File: config.mk
export PLATFORM = sky130hd
export DESIGN_NAME = result_uart_dump
export DESIGN_NICKNAME = d
export VERILOG_FILES = /design/src/rtl/result_uart_dump_pkg.sv /design/src/rtl/result_uart_dump_byte_serializer.sv /design/src/rtl/result_uart_dump.sv
export SDC_FILE = /design/constraint.sdc
export NUM_CORES = 1
export LEC_CHECK = 0
export BUFFER_PORTS_ARGS = -buffer_cell sky130_fd_sc_hd__buf_2
export CAP_MARGIN = 10
export CORE_MARGIN = 10
export CORE_UTILIZATION = 55
export CTS_CLUSTER_DIAMETER = 30
export DETAILED_ROUTE_END_ITERATION = 8
export GPL_ROUTABILITY_DRIVEN = 0
export PLACE_DENSITY = 0.87
export SYNTH_ARGS = -nofsm -noshare
export SYNTH_HDL_FRONTEND = slang
export SYNTH_SLANG_ARGS = --single-unit
File: constraint.sdc
create_clock -name clk -period 6.2 [get_ports clk]
set_input_delay 0.31 -clock clk [delete_from_list [all_inputs] [get_ports clk]]
set_output_delay 0.31 -clock clk [all_outputs]
set_load 0.005 [all_outputs]
File: src/rtl/result_uart_dump_pkg.sv
// Shared definitions for the result RAM UART dump block.
package result_uart_dump_pkg;

    localparam int unsigned N_DFLT        = 2;
    localparam logic [7:0]  HDR_BYTE_DFLT = 8'hA5;

    typedef enum logic [2:0] {
        IDLE,
        HDR,
        RD,
        RD_WAIT,
        SEND,
        WAIT_TX,
        CSUM,
        FIN
    } state_t;

endpackage

File: src/rtl/result_uart_dump_byte_serializer.sv
// Holds one 32-bit result word and presents it a byte at a time, MSB first.
module byte_serializer (
    input  logic        clk,
    input  logic        rst,
    input  logic        load,
    input  logic        shift,
    input  logic [31:0] data_in,
    output logic [7:0]  byte_out,
    output logic        last_byte
);

    logic [31:0] sr_q, sr_d;
    logic [1:0]  cnt_q, cnt_d;

    // Next-state: a load restarts the word, a shift advances to the next byte.
    always_comb begin
        sr_d  = sr_q;
        cnt_d = cnt_q;
        if (load) begin
            sr_d  = data_in;
            cnt_d = 2'd0;
        end else if (shift) begin
            sr_d  = {sr_q[23:0], 8'h00};
            cnt_d = cnt_q + 2'd1;
        end
    end

    // Register the shift state.
    always_ff @(posedge clk) begin
        if (rst) begin
            sr_q  <= '0;
            cnt_q <= '0;
        end else begin
            sr_q  <= sr_d;
            cnt_q <= cnt_d;
        end
    end

    assign byte_out  = sr_q[31:24];
    assign last_byte = (cnt_q == 2'd3);

endmodule

File: src/rtl/result_uart_dump.sv
// Dumps the N*N result RAMs over the UART as one framed, XOR-checksummed stream.
//
// state   | meaning
// --------+------------------------------------------------------------
// IDLE    | waiting for start
// HDR     | issue header byte
// RD      | one-cycle read enable of the current RAM at addr_q
// RD_WAIT | count down RAM read latency, load serializer on the last cycle
// SEND    | issue the serializer's current byte
// WAIT_TX | wait for the UART to finish the outstanding byte
// CSUM    | issue the checksum byte
// FIN     | done pulse, busy drops
module result_uart_dump
    import result_uart_dump_pkg::*;
#(
    parameter int         N        = N_DFLT,
    parameter int         ADDR_W   = 11,
    parameter int         RD_LAT   = 2,
    parameter logic [7:0] HDR_BYTE = HDR_BYTE_DFLT
) (
    input  logic                  clk,
    input  logic                  rst,
    input  logic                  start,
    input  logic [ADDR_W-1:0]     word_cnt,
    output logic [ADDR_W-1:0]     ram_c_addr,
    output logic [N*N-1:0]        ram_c_rden,
    input  logic [N*N*32-1:0]     ram_c_q,
    output logic [7:0]            uart_tx_data,
    output logic                  uart_send_data,
    input  logic                  uart_tx_done,
    output logic                  busy,
    output logic                  done
);

    localparam int NN    = N * N;
    localparam int IDX_W = (NN > 1) ? $clog2(NN) : 1;
    localparam int LAT_W = (RD_LAT > 1) ? $clog2(RD_LAT) : 1;

    state_t              state_q, state_d;
    logic [ADDR_W-1:0]   addr_q, addr_d;
    logic [ADDR_W-1:0]   wcnt_q, wcnt_d;
    logic [IDX_W-1:0]    idx_q, idx_d;
    logic [LAT_W-1:0]    lat_q, lat_d;
    logic [7:0]          csum_q, csum_d;
    logic [7:0]          tx_data_q, tx_data_d;
    logic                send_q, send_d;
    logic [NN-1:0]       rden_q, rden_d;
    logic                busy_q, busy_d;
    logic                done_q, done_d;
    logic                in_data_q, in_data_d;
    logic                csum_sent_q, csum_sent_d;

    logic                ser_load;
    logic                ser_shift;
    logic [7:0]          ser_byte;
    logic                ser_last;
    logic [31:0]         ram_word;
    logic                last_word;

    assign ram_word  = ram_c_q[32*int'(idx_q) +: 32];
    assign last_word = (idx_q == IDX_W'(NN - 1)) && (addr_q == (wcnt_q - ADDR_W'(1)));
    assign ser_load  = (state_q == RD_WAIT) && (lat_q == '0);
    assign ser_shift = (state_q == WAIT_TX) && uart_tx_done && in_data_q && !csum_sent_q && !ser_last;

    byte_serializer u_ser (
        .clk       (clk),
        .rst       (rst),
        .load      (ser_load),
        .shift     (ser_shift),
        .data_in   (ram_word),
        .byte_out  (ser_byte),
        .last_byte (ser_last)
    );

    // Frame sequencing; every output is computed one cycle ahead and registered.
    always_comb begin
        state_d     = state_q;
        addr_d      = addr_q;
        wcnt_d      = wcnt_q;
        idx_d       = idx_q;
        lat_d       = lat_q;
        csum_d      = csum_q;
        tx_data_d   = tx_data_q;
        send_d      = 1'b0;
        rden_d      = '0;
        busy_d      = busy_q;
        done_d      = 1'b0;
        in_data_d   = in_data_q;
        csum_sent_d = csum_sent_q;

        case (state_q)
            IDLE: begin
                if (start) begin
                    wcnt_d      = word_cnt;
                    addr_d      = '0;
                    idx_d       = '0;
                    csum_d      = '0;
                    in_data_d   = 1'b0;
                    csum_sent_d = 1'b0;
                    busy_d      = 1'b1;
                    state_d     = HDR;
                end
            end
            HDR: begin
                tx_data_d = HDR_BYTE;
                send_d    = 1'b1;
                csum_d    = csum_q ^ HDR_BYTE;
                state_d   = WAIT_TX;
            end
            RD: begin
                lat_d   = LAT_W'(RD_LAT - 1);
                state_d = RD_WAIT;
            end
            RD_WAIT: begin
                if (lat_q == '0) begin
                    state_d = SEND;
                end else begin
                    lat_d = lat_q - LAT_W'(1);
                end
            end
            SEND: begin
                tx_data_d = ser_byte;
                send_d    = 1'b1;
                csum_d    = csum_q ^ ser_byte;
                in_data_d = 1'b1;
                state_d   = WAIT_TX;
            end
            WAIT_TX: begin
                if (uart_tx_done) begin
                    if (csum_sent_q) begin
                        busy_d  = 1'b0;
                        done_d  = 1'b1;
                        state_d = FIN;
                    end else if (in_data_q && !ser_last) begin
                        state_d = SEND;
                    end else if ((!in_data_q && wcnt_q == '0) || (in_data_q && last_word)) begin
                        state_d = CSUM;
                    end else begin
                        // Header just finished: addr/idx already point at the first word.
                        if (in_data_q) begin
                            if (idx_q == IDX_W'(NN - 1)) begin
                                idx_d  = '0;
                                addr_d = addr_q + ADDR_W'(1);
                            end else begin
                                idx_d = idx_q + IDX_W'(1);
                            end
                        end
                        rden_d[idx_d] = 1'b1;
                        state_d       = RD;
                    end
                end
            end
            CSUM: begin
                tx_data_d   = csum_q;
                send_d      = 1'b1;
                csum_sent_d = 1'b1;
                state_d     = WAIT_TX;
            end
            FIN: begin
                state_d = IDLE;
            end
            default: begin
                state_d = IDLE;
            end
        endcase
    end

    // State and output registers with synchronous reset.
    always_ff @(posedge clk) begin
        if (rst) begin
            state_q     <= IDLE;
            addr_q      <= '0;
            wcnt_q      <= '0;
            idx_q       <= '0;
            lat_q       <= '0;
            csum_q      <= '0;
            tx_data_q   <= '0;
            send_q      <= 1'b0;
            rden_q      <= '0;
            busy_q      <= 1'b0;
            done_q      <= 1'b0;
            in_data_q   <= 1'b0;
            csum_sent_q <= 1'b0;
        end else begin
            state_q     <= state_d;
            addr_q      <= addr_d;
            wcnt_q      <= wcnt_d;
            idx_q       <= idx_d;
            lat_q       <= lat_d;
            csum_q      <= csum_d;
            tx_data_q   <= tx_data_d;
            send_q      <= send_d;
            rden_q      <= rden_d;
            busy_q      <= busy_d;
            done_q      <= done_d;
            in_data_q   <= in_data_d;
            csum_sent_q <= csum_sent_d;
        end
    end

    assign ram_c_addr     = addr_q;
    assign ram_c_rden     = rden_q;
    assign uart_tx_data   = tx_data_q;
    assign uart_send_data = send_q;
    assign busy           = busy_q;
    assign done           = done_q;

endmodule

==> summary.txt <==
GRT
  – Initial antenna violation count: 0
  – GRT overflow: 0
  – Global-route wire length before repair: 24000 um
  – Largest net degree at the start of global routing: 69
  – Vias in the first global route: 4998
  – GRT Total Usage: 0.221

Placed design
  – DP Wirelength: 11600 um
  – Pre-CTS WS: 2.76 ns
  – Port Buf Inserts: 168

Pwr
  – Reg power frac: 0.477
  – Leakage: 2.32 nW
  – Sw Ratio: 0.281
  – Clk pwr share: 0.346
  – Net switching power: 0.358 mW
  – Maximum VDD drop: 123 uV
  – Logic gate share of total power: 0.177
  – Int Pwr: 0.914 mW
  – Pwr/cell area: 212 nW/um2

STA
  – Final Hold Viols: 0
  – Final max-slew violation count: 0
  – Final worst-path cycle share: 0.503
  – RSZ-0062 raised after global routing: false
  – Fmax: 320 MHz
  – Final WS setup: 3.08 ns
  – Min cycle time layout: 3.12 ns
  – Rel. slew slack: 0.300
  – Worst-Margin Slew: 1.05 ns
  – Max Clock Skew: 0.0100 ns
  – Sum Neg Setup Slack: 0 ns
  – Hold_ws: 0.175 ns
  – Setup Viol. Count Final: 0

Clocking
  – CTS sink count: 87
  – CTS tree: built
  – Hold Buf Count CTS: 0
  – H-Tree Depth: 3
  – Clk buf depth: 2
  – Root buf cell: clkbuf_8
  – Post_cts resized: 0
  – Clk_lat worst skew: 0.36 ns
  – Clock slew at reported path FFs: 0.09 ns
  – TritonCTS Buffers: 9
  – Postcts setup bufs: 0

Routing
  – Routed wire length: 15000 um
  – Detailed Route Iter0 Violations: 381
  – DR vias: 5032
  – Antenna Violating Nets Remaining: 0
  – Vias per inst: 6.11
  – # DRC: 0
  – 1st-pass router iterations: 5
  – Wire per inst: 18.2 um

Synth
  – Distinct cells, synth: 51
  – Post-synthesis net count: 716
  – Most used DFF post-synth: dfxtp_1
  – Register area share after synthesis: 0.355
  – Ys Warns: 0
  – Top-area cell type share of the netlist area: 0.355
  – Post-synth EDFFs: 0
  – Synth Register Bits: 87
  – Synth Cell Area: 4900 um2
  – Synth area leader: dfxtp_1
  – Syn Area/Cell: 8.63 um2
  – Fraction of registers with async set/reset: 0
  – Synth Area in Simple Gates: 0.202
  – Largest family of logic cells by synthesized area: simple AND/OR/NAND/NOR gates
  – Ranking of synthesized cells by area: dfxtp_1 (36%), mux4_2 (15%), nand2_1 (8.1%)
  – Synth Area in Compound Gates: 0.186
  – Xor/xnor share of the synthesized area: 0.0304
  – Adder-Cell Fraction of Synth Area: 0.0128
  – Cells after synthesis: 568
  – Post-synthesis mux area share: 0.170

Setup path
  – Reg2reg path depth: 5
  – CP required: 6.50 ns
  – Startpoint Class: flip-flop
  – Worst Path Arrival: 3.43 ns
  – Critical Path Fanout Max: 32
  – Crit. End Element: flip-flop
  – CP Class: reg -> reg

Floorplan
  – Row cnt: 34
  – Initial Util: 0.565
  – Die Y: 114 um
  – Chip width: 114 um
  – Num ports: 169
  – Die ar.: 13100 um2
  – Core area: 8680 um2

Layout
  – Share of layout cells above drive strength 1: 0.319
  – Area Overhead vs Synth: 22.1%
  – Most common cell after layout, fill and taps aside: buf_2
  – Most frequent cells in the layout: buf_2 (168), nand2_1 (106), dfxtp_1 (86), a21oi_1 (61), nor2_1 (43)
  – Fillers: 701
  – Ant diodes: 0
  – Nets: 858
  – Final design utilization: 0.690

Worst hold path
  – Hold Path Stages: 3
  – Hold WC Path Type: in -> reg

Job
  – Max-Cap Viols: 0

Run status
  – Status: finished, final reports clean
[cells by family after synthesis]
kind of cell,Yosys count
compound gates,140
xor+xnor,17
fa+ha+maj,5
buf+inv,56
flops,87
mux,43
simple gates,220
[flip-flops by register name (all words and copies together) (netlist names)]
name and count:
u_ser.cnt_q 2, ram_c_rden 4, in_data_q 1, uart_tx_data 8, u_ser.sr_q 32, uart_send_data 1
state_q 3, wcnt_q 11, lat_q 1, busy 1, done 1, ram_c_addr 11
idx_q 2, csum_q 8, csum_sent_q 1
[path summary, 6_finish.rpt]
path	start	to	slack, ns
max	state_q[1]	ram_c_addr[2]	3.08
min	word_cnt[3]	wcnt_q[3]	0.18
max reg2reg	state_q[1]	ram_c_addr[2]	3.08
min reg2reg	u_ser.sr_q[13]	u_ser.sr_q[13]	0.46
[critical path, cell delays in order (launching register included)]
cell	delay (ns)
dfxtp_1	0.57
nand3b_1	0.45
nand2_1	0.87
nand2_1	0.57
a2111o_1	0.53
nand2_1	0.07
[final cells by class]
cell class / count / area, um2 / area share
clock inverters: 7 / 97.6 / 0.0163
flip-flops and latches: 87 / 1740 / 0.291
clock buffers: 9 / 124 / 0.0207
repair buffers: 174 / 886 / 0.148
well taps: 108 / 135 / 0.0226
inverters: 13 / 48.8 / 0.00815
multi-input cells: 425 / 2950 / 0.493
[power by group through the flow]
stage / combinational (mW) / clock [mW] / sequential, mW
global placement: 0.214 / 0 / 0.617
floorplan: 0.151 / 0 / 0.606
CTS: 0.224 / 0.443 / 0.605
detailed placement: 0.222 / 0 / 0.618
finish: 0.226 / 0.440 / 0.606
global route: 0.250 / 0.464 / 0.610
[cell usage after synthesis (3+ instances only)]
| cell type | n |
|---|---|
| nand2_1 | 106 |
| dfxtp_1 | 87 |
| a21oi_1 | 61 |
| nor2_1 | 43 |
| clkbuf_1 | 36 |
| mux4_2 | 32 |
| nand3_1 | 18 |
| o21ai_0 | 16 |
| a22oi_1 | 15 |
| a311oi_1 | 13 |
| inv_1 | 13 |
| nor3_1 | 12 |
| mux2i_1 | 11 |
| xor2_1 | 10 |
| a2111o_1 | 7 |
| xnor2_1 | 7 |
| and3_1 | 6 |
| ha_1 | 5 |
| nand3b_1 | 5 |
| or3_1 | 5 |
| buf_1 | 4 |
| nand2b_1 | 4 |
| nand4_1 | 4 |
| o21ai_1 | 4 |
| buf_2 | 3 |
| nor3b_1 | 3 |
| nor4_1 | 3 |
| o2111ai_1 | 3 |
[metrics by stage]
| stage | total power, mW | instance area [um2] | std cells |
|---|---|---|---|
| 2_1_floorplan | 0.757 | 4900 | 568 |
| 3_3_place_gp | 0.830 | 5760 | 806 |
| 3_5_place_dp | 0.841 | 5760 | 806 |
| 4_1_cts | 1.27 | 5980 | 822 |
| 5_1_grt | 1.32 | 5990 | 823 |
| 6_report | 1.27 | 5990 | 823 |
[metal layers]
| metal | GRT usage | vias to the layer above | part of all wire |
|---|---|---|---|
| li1 | - | 2361 | - |
| met1 | 0.245 | 2396 | 0.38 |
| met2 | 0.376 | 235 | 0.51 |
| met3 | 0.0812 | 40 | 0.088 |
| met4 | 0.0819 | 0 | 0.025 |
| met5 | 0 | - | 0 |
Note: power is estimated with default switching activity, not from simulation.
